$ cat src/rtl/cond_logic_if.sv
// Decoder-to-conditional-stage bundle: request/condition inputs and gated outputs.
interface cond_logic_if;
  logic [3:0] Cond;      // instruction condition field, Instr[31:28]
  logic [3:0] ALUFlags;  // ALU result flags {N,Z,C,V}
  logic [1:0] FlagW;     // [1] updates N,Z; [0] updates C,V
  logic       PCS;       // decoder PC-write request
  logic       RegW;      // decoder register-write request
  logic       MemW;      // decoder memory-write request
  logic       NoWrite;   // suppress register write (compare/test ops)
  logic       PCSrc;     // gated PC select
  logic       RegWrite;  // gated register-file write enable
  logic       MemWrite;  // gated memory write enable
  logic       CondEx;    // condition passed
  logic [3:0] Flags;     // registered {N,Z,C,V}

  // Decoder side drives requests and observes the gated results.
  modport master (
    output Cond, ALUFlags, FlagW, PCS, RegW, MemW, NoWrite,
    input  PCSrc, RegWrite, MemWrite, CondEx, Flags
  );

  // Conditional-logic side.
  modport slave (
    input  Cond, ALUFlags, FlagW, PCS, RegW, MemW, NoWrite,
    output PCSrc, RegWrite, MemWrite, CondEx, Flags
  );
endinterface

$ cat src/rtl/cond_logic.sv
// Conditional-execution stage: holds NZCV, evaluates the condition field
// against the registered flags and gates the decoder's write requests.
module cond_logic #(
  parameter logic [3:0] FLAG_RESET = 4'b0000
) (
  input logic         clk,
  input logic         Reset,
  cond_logic_if.slave bus
);

  // Condition codes, Instr[31:28].
  localparam logic [3:0] COND_EQ = 4'b0000;
  localparam logic [3:0] COND_NE = 4'b0001;
  localparam logic [3:0] COND_CS = 4'b0010;
  localparam logic [3:0] COND_CC = 4'b0011;
  localparam logic [3:0] COND_MI = 4'b0100;
  localparam logic [3:0] COND_PL = 4'b0101;
  localparam logic [3:0] COND_VS = 4'b0110;
  localparam logic [3:0] COND_VC = 4'b0111;
  localparam logic [3:0] COND_HI = 4'b1000;
  localparam logic [3:0] COND_LS = 4'b1001;
  localparam logic [3:0] COND_GE = 4'b1010;
  localparam logic [3:0] COND_LT = 4'b1011;
  localparam logic [3:0] COND_GT = 4'b1100;
  localparam logic [3:0] COND_LE = 4'b1101;

  logic [3:0] flags_reg;
  logic [3:0] flags_next;
  logic       cond_ex;
  logic       flag_n;
  logic       flag_z;
  logic       flag_c;
  logic       flag_v;

  assign flag_n = flags_reg[3];
  assign flag_z = flags_reg[2];
  assign flag_c = flags_reg[1];
  assign flag_v = flags_reg[0];

  // Condition decode; depends only on Cond and the registered flags so no
  // ALUFlags value can reach any output in the same cycle.
  always_comb begin
    cond_ex = 1'b1;
    case (bus.Cond)
      COND_EQ: cond_ex = flag_z;
      COND_NE: cond_ex = ~flag_z;
      COND_CS: cond_ex = flag_c;
      COND_CC: cond_ex = ~flag_c;
      COND_MI: cond_ex = flag_n;
      COND_PL: cond_ex = ~flag_n;
      COND_VS: cond_ex = flag_v;
      COND_VC: cond_ex = ~flag_v;
      COND_HI: cond_ex = flag_c & ~flag_z;
      COND_LS: cond_ex = ~flag_c | flag_z;
      COND_GE: cond_ex = (flag_n == flag_v);
      COND_LT: cond_ex = (flag_n != flag_v);
      COND_GT: cond_ex = ~flag_z & (flag_n == flag_v);
      COND_LE: cond_ex = flag_z | (flag_n != flag_v);
      default: cond_ex = 1'b1;  // AL and 1111 are unconditional
    endcase
  end

  // Next-state for each two-bit half: [1] -> N,Z and [0] -> C,V update
  // independently; a failed condition holds both halves.
  genvar gi;
  generate
    for (gi = 0; gi < 2; gi++) begin : g_flag_half
      assign flags_next[2*gi+1 : 2*gi] = (bus.FlagW[gi] & cond_ex)
                                       ? bus.ALUFlags[2*gi+1 : 2*gi]
                                       : flags_reg[2*gi+1 : 2*gi];
    end
  endgenerate

  // Flags register; reset forces FLAG_RESET regardless of input values.
  always_ff @(posedge clk or posedge Reset) begin
    if (Reset) begin
      flags_reg <= FLAG_RESET;
    end else begin
      flags_reg <= flags_next;
    end
  end

  // Same-cycle gating of the decoder requests.
  assign bus.CondEx   = cond_ex;
  assign bus.PCSrc    = bus.PCS & cond_ex;
  assign bus.RegWrite = bus.RegW & cond_ex & ~bus.NoWrite;
  assign bus.MemWrite = bus.MemW & cond_ex;
  assign bus.Flags    = flags_reg;

endmodule

$ cat src/flat_wrapper.sv
// flat-port wrapper written by rule: the top's interface ports become plain ports
module cond_logic_flat 
#(
  parameter logic [3:0] FLAG_RESET = 4'b0000
)
  (clk, Reset, bus_Cond, bus_ALUFlags, bus_FlagW, bus_PCS, bus_RegW, bus_MemW, bus_NoWrite, bus_PCSrc, bus_RegWrite, bus_MemWrite, bus_CondEx, bus_Flags);
  cond_logic_if bus_i ();
  input logic clk;
  input logic Reset;
  input wire logic [$bits(bus_i.Cond)-1:0] bus_Cond;
  input wire logic [$bits(bus_i.ALUFlags)-1:0] bus_ALUFlags;
  input wire logic [$bits(bus_i.FlagW)-1:0] bus_FlagW;
  input wire logic [$bits(bus_i.PCS)-1:0] bus_PCS;
  input wire logic [$bits(bus_i.RegW)-1:0] bus_RegW;
  input wire logic [$bits(bus_i.MemW)-1:0] bus_MemW;
  input wire logic [$bits(bus_i.NoWrite)-1:0] bus_NoWrite;
  output wire logic [$bits(bus_i.PCSrc)-1:0] bus_PCSrc;
  output wire logic [$bits(bus_i.RegWrite)-1:0] bus_RegWrite;
  output wire logic [$bits(bus_i.MemWrite)-1:0] bus_MemWrite;
  output wire logic [$bits(bus_i.CondEx)-1:0] bus_CondEx;
  output wire logic [$bits(bus_i.Flags)-1:0] bus_Flags;
  assign bus_i.Cond = bus_Cond;
  assign bus_i.ALUFlags = bus_ALUFlags;
  assign bus_i.FlagW = bus_FlagW;
  assign bus_i.PCS = bus_PCS;
  assign bus_i.RegW = bus_RegW;
  assign bus_i.MemW = bus_MemW;
  assign bus_i.NoWrite = bus_NoWrite;
  assign bus_PCSrc = bus_i.PCSrc;
  assign bus_RegWrite = bus_i.RegWrite;
  assign bus_MemWrite = bus_i.MemWrite;
  assign bus_CondEx = bus_i.CondEx;
  assign bus_Flags = bus_i.Flags;
  cond_logic #(.FLAG_RESET(FLAG_RESET)) u_core (.clk(clk), .Reset(Reset), .bus(bus_i));
endmodule
$ cat config.mk
export PLATFORM = sky130hd
export DESIGN_NAME = cond_logic_flat
export DESIGN_NICKNAME = d
export VERILOG_FILES = /design/src/rtl/cond_logic_if.sv /design/src/rtl/cond_logic.sv /design/src/flat_wrapper.sv
export SDC_FILE = /design/constraint.sdc
export NUM_CORES = 1
export LEC_CHECK = 0
export CORE_UTILIZATION = 25
export CTS_CLUSTER_SIZE = 30
export DETAILED_ROUTE_END_ITERATION = 12
export HOLD_SLACK_MARGIN = 0.03
export SYNTH_ARGS = -nofsm -noshare
export SYNTH_HDL_FRONTEND = slang
export SYNTH_SLANG_ARGS = --single-unit
export TNS_END_PERCENT = 5
$ cat constraint.sdc
create_clock -name clk -period 2.3 [get_ports clk]
set_input_delay 0.575 -clock clk [delete_from_list [all_inputs] [get_ports clk]]
set_output_delay 0.575 -clock clk [all_outputs]
set_load 0.005 [all_outputs]
==> impl_metrics.env <==
export IMPL_status="finished with violations"
export IMPL_violations="setup timing"
export IMPL_holdCritPathClass="in2async"
export IMPL_grt_max_degree=8
export IMPL_avgSynthCellArea_sq_um=10.0
export IMPL_seqPwrFrac=0.225
export IMPL_combPwrFrac=0.655
export IMPL_final_nets=94
export IMPL_end_kind="output port"
export IMPL_ant_nets=0
export IMPL_drc=0
export IMPL_core_area_sq_um=1510
export IMPL_die_width_microns=42.1
export IMPL_routabilityCongestion=0.697
export IMPL_portBuffers=23
export IMPL_cp_start_kind="input port"
export IMPL_largest_reg_flops=4
export IMPL_cts_tree="built"
export IMPL_antenna_found_initial=0
export IMPL_synth_fp_nets=56
export IMPL_slew_viol_final=0
export IMPL_fillers=136
export IMPL_synth_cells=40
export IMPL_track_usage=0.128
export IMPL_postSynth_asyncResetShare=1.00
export IMPL_cp_slowest_cell="or4b_4"
export IMPL_instances_no_fill=92
export IMPL_clkPwrFrac=0.120
export IMPL_max_freq_mhz=398
export IMPL_critical_path_class="in2out"
export IMPL_finalHoldViolCount=0
export IMPL_synth_edf_count=0
export IMPL_dp_hpwl_microns=783
export IMPL_cts_root_buf="clkbuf_4"
export IMPL_tightestPinTransition_ns=0.324
export IMPL_irDropWorstVdd_mv=0.574
export IMPL_grt_overflow=0
export IMPL_leakagePower_nw=0.338
export IMPL_start_util=0.267
export IMPL_clk_path_buf_depth=2
export IMPL_fin_skew_ns=0.00309
export IMPL_io_pins=24
export IMPL_critPathTopFamily="simple AND/OR/NAND/NOR gates"
export IMPL_synth_area_sq_um=402
export IMPL_grt_pass1_vias=427
export IMPL_cp_buffers_inverters=3
export IMPL_cp_max_fo=4
export IMPL_rsz0062_at_grt="true"
export IMPL_hold_buffers=0
export IMPL_p_switching_mw=0.247
export IMPL_synth_seq_area_share=0.249
export IMPL_clk_latency_ns=0.23
export IMPL_switching_share=0.350
export IMPL_placed_cells=85
export IMPL_synth_top_area_frac=0.249
export IMPL_dieArea_sq_um=1770
export IMPL_syn_to_final_growth_pct=101
export IMPL_crit_chain="buf_8 > or4b_4 > a31oi_2 > o21ai_2 > o2111ai_2 > buf_4 > and3b_2 > buf_2"
export IMPL_std_cell_rows=14
export IMPL_drt_iter0_drc=0
export IMPL_yosys_warnings=0
export IMPL_cts_made_buffers=3
export IMPL_diodes=0
export IMPL_finalSetupViolCount=4
export IMPL_slew_headroom=0.784
export IMPL_h_tree_depth=1
export IMPL_internal_power_mw=0.458
export IMPL_drt_wirelength_per_cell_microns=12.0
export IMPL_fin_crit_sh=1.09
export IMPL_routed_via_density=4.87
export IMPL_die_h_microns=42.1
export IMPL_cp_arrival_ns=1.94
export IMPL_pwr_density_cell_nw_per_um2=876
export IMPL_drv_cap=0
export IMPL_synth_flop_cell="dfrtp_1"
export IMPL_clkTransAtPathRegs_ns=0.04
export IMPL_yosysUniqueCellTypes=28
export IMPL_cts_num_sinks=4
export IMPL_via_count=448
export IMPL_first_pass_iters=1
export IMPL_ys_top_cells_by_area="dfrtp_1 25%, mux2_1 11%, xor2_1 6.5%, o311ai_2 4.0%, and2_2 3.7%"
export IMPL_worst_slack_ns=-0.214
export IMPL_drive_gt1_frac=0.539
export IMPL_fin_crit_ns=2.51
export IMPL_synth_top_cell_by_area="dfrtp_1"
export IMPL_critical_path_required_ns=1.73
export IMPL_routed_wl_microns=1110
export IMPL_cp_slowest_stage_delay_ns=0.53
export IMPL_grt_pass1_wl_microns=1750
export IMPL_ys_ff_latch=4
export IMPL_ys_top_cells_by_count="4 x dfrtp_1, 4 x mux2_1, 3 x xor2_1"
export IMPL_power_mw=0.706
==> power by group through the flow <==
stage / clock network, mW / registers (mW) / logic, mW
after floorplan: 0 / 0.155 / 0.153
after global placement: 0 / 0.151 / 0.380
after detailed placement: 0 / 0.150 / 0.382
after CTS: 0.0897 / 0.149 / 0.416
after global routing: 0.0958 / 0.170 / 0.500
final: 0.0847 / 0.159 / 0.462
==> metrics by stage <==
step	hold slack (ns)	utilization	setup TNS (ns)	instance area (sq um)	worst slack, ns
finish	0.521	0.535	-0.776	806	-0.214
global route	0.559	0.535	-1.09	806	-0.296
CTS	0.519	0.498	-0.824	751	-0.228
detailed placement	0.590	0.463	-5.09	698	-0.959
global placement	0.581	0.463	-4.94	698	-0.919
floorplan	0.341	-	-0.102	407	-0.0489
==> area by class of cell <==
type                       instances  area, sq um  area share
sequential                         4          101       0.126
timing repair buffer              35          313       0.388
multi-input combinational         32          342       0.424
tap                               16         20.0      0.0248
clock buffer                       3         22.5      0.0280
inverter                           2         7.51     0.00932
==> routing by layer <==
layer | global-route usage | wire, microns | vias up
met3 | 0.0259 | 38 | 0
met1 | 0.149 | 455 | 212
met5 | 0 | 0 | -
met4 | 0.0750 | 0 | 0
met2 | 0.216 | 614 | 12
li1 | - | - | 224
==> cell usage in the layout (no fill, tap or decap), drive strengths merged, types with 2 or more instances in the layout <==
cell / count
and2: 3
inv: 2
clkdlybuf4s50: 15
clkbuf: 4
buf: 18
nand2: 4
dfrtp: 4
xor2: 3
mux2: 4
==> worst register-to-register path: cells and delay by family (launching register included) <==
family	cells	cell delay (ns)
compound gates	3	0.60
xor+xnor	1	0.17
buf+inv	3	0.43
flops	1	0.43
mux	1	0.32
simple gates	1	0.08
==> worst paths after layout <==
kind | start | cells past startpoint | endpoint | slack [ns]
hold / removal | Reset | 2 | u_core.bus.Flags[0] | 0.52
setup / recovery | bus_Cond[2] | 8 | bus_RegWrite | -0.21
setup reg to reg | u_core.bus.Flags[3] | 9 | u_core.bus.Flags[2] | 0.15
hold reg to reg | u_core.bus.Flags[1] | 1 | u_core.bus.Flags[1] | 0.59
min in group clk | u_core.bus.Flags[1] | 1 | u_core.bus.Flags[1] | 0.59
max in group asynchronous | Reset | 2 | u_core.bus.Flags[3] | 1.62
==> cells by family (layout without fill, tap and decap cells) <==
kind of cell | after synthesis | count (layout) | share of synthesized area
flip-flops | 4 | 4 | 0.249
buffers and inverters | 4 | 40 | 0.0592
AO/OA/AOI/OAI | 7 | 7 | 0.165
AND/OR/NAND/NOR | 17 | 17 | 0.324
XOR/XNOR | 3 | 3 | 0.0654
multiplexers | 5 | 5 | 0.137
==> repair_timing <==
| action | in CTS | in global routing |
|---|---|---|
| setup buffers | 4 | 0 |
| cloned | 0 | 0 |
| resized for setup | 36 | 12 |
| setup endpoints to repair | 8 | 8 |
| pin swaps | 9 | 6 |
(Power assumes the default switching activity.)
==> patch: new RTL, same flow settings <==
Make the reset (`Reset`) synchronous in one clocked block.
--- a/src/rtl/cond_logic.sv
+++ b/src/rtl/cond_logic.sv
@@ -72,7 +72,7 @@
   endgenerate
 
   // Flags register; reset forces FLAG_RESET regardless of input values.
-  always_ff @(posedge clk or posedge Reset) begin
+  always_ff @(posedge clk) begin
     if (Reset) begin
       flags_reg <= FLAG_RESET;
     end else begin
Behaviour: differs if Reset is asserted again (counterexample within 4 cycles, from zero or initial values and one cycle with Reset high); with Reset held inactive, the same outputs for 10 cycles.
==> patch against the unedited design <==
The flow still finishes with violations (negative setup slack). Synthesized area increased by 6.2%. Highest routed layer is now met4. Via count down 3.8%. Routed wire length fell by 18%. Fmax increased by 8.5%. Critical path depth down 1. Core utilization fell by 1.1 points. Sequential cell count did not move. Cell area rose by 0.31%. Setup slack better by 0.20 ns.
Power is not compared: it rests on default switching activity, and its combinational part moved more than twofold at a synthesized area within 25%.
==> patch: results (changes against the unedited design) <==
[final_layout]
layout.non_clock_inverters=1  ; was 2
seqCellArea_um2=80.1  ; was 101 µm²
multi_input_area_share_pct=44.6  ; was 42.4%
nets=98  ; was 94
nNonClkBuffers=37  ; was 35
num-multi-input-gates=35  ; was 32
fillCellCount=154  ; was 136
layout-drive-gt1-share_pct=53.8  ; was 53.9%
clock_area_share_pct=2.79  ; was 2.80%

[detailed_routing]
dr.pass1.iters=2  ; was 1
drtIter0Drc=1  ; was 0
wire_per_inst_um=9.44  ; was 12.0 µm
dr_total_vias=431  ; was 448

[synth]
synth-compound-area-share_pct=15.0  ; was 16.5%
synthArstFlopShare_pct=0  ; was 100%
synth_cell_types=20  ; was 28
synth_common_cells=mux2i_1, or2b_2, dfxtp_1  ; was dfrtp_1, mux2_1, xor2_1
synth-seq-area-share_pct=18.8  ; was 24.9%
synthXorXnorAreaFrac_pct=9.38  ; was 6.54%

[worst_setup_path]
ff2ff_setup_slack_ns=0.71  ; was 0.15 ns
rr_startpoint=u_core.bus.Flags[3]  ; unchanged
r2r_cells=8  ; was 9
rr_endpoint=u_core.bus.Flags[2]  ; unchanged
worstPathArrival_ns=1.74  ; was 1.94 ns

[place]
gp_congestion=0.722  ; was 0.697
placed_cells=92  ; was 85
dp_hpwl_um=792  ; was 783 µm
post-place-ws_ns=-0.857  ; was -0.959 ns

[outcome]
outcome=finished, violations left  ; unchanged
violations=negative setup slack  ; unchanged

[grt]
grt_pass1_vias=419  ; was 427
track_usage_pct=12.2  ; was 12.8%
grt_pass1_wl_um=1670  ; was 1750 µm
grt_use_met1_pct=14.4  ; was 14.9%

[sta]
setup_violations=3  ; was 4
layout_setup_ws_ns=-0.0166  ; was -0.214 ns
fin_setup_tns_ns=-0.0342  ; was -0.776 ns
holdWs_ns=0.699  ; was 0.521 ns
fin_skew_ns=0.000611  ; was 0.00309 ns

[clocking]
cts_setup_buffers=1  ; was 4

[min_path]
hp-class=flip-flop to flip-flop  ; was input port to async pin

[patch: per-layer routing]
metal / routed length (µm) / part of all wire, %
met5: 0 / 0
met4: 30 / 3.3
met2: 440 / 49
met1: 366 / 40
met3: 68 / 7.5
[patch: worst max-delay path by stage]
stage,to,startpoint,slack (ns),depth (start not counted)
global route,bus_RegWrite,bus_Cond[1],-0.08,7
CTS,bus_PCSrc,bus_Cond[1],-0.03,8
detailed placement,bus_RegWrite,bus_Cond[1],-0.86,7
floorplan,bus_MemWrite,bus_Cond[2],0.24,5
global placement,bus_MemWrite,bus_Cond[1],-0.80,8
finish,bus_RegWrite,bus_Cond[1],-0.02,7
[patch: report_power, final]
part           switching (mW)  total (mW)  internal [mW]
clock network          0.0306      0.0891         0.0585
registers             0.00634      0.0813         0.0749
logic                  0.0459       0.144         0.0985
total                  0.0828       0.315          0.232
[patch: critical path, stage by stage]
cell and delay (ns):
buf_8 0.10, mux2i_4 0.17, xor2_1 0.15, o311a_4 0.31
and2_4 0.15, nor3b_2 0.14, buf_2 0.13
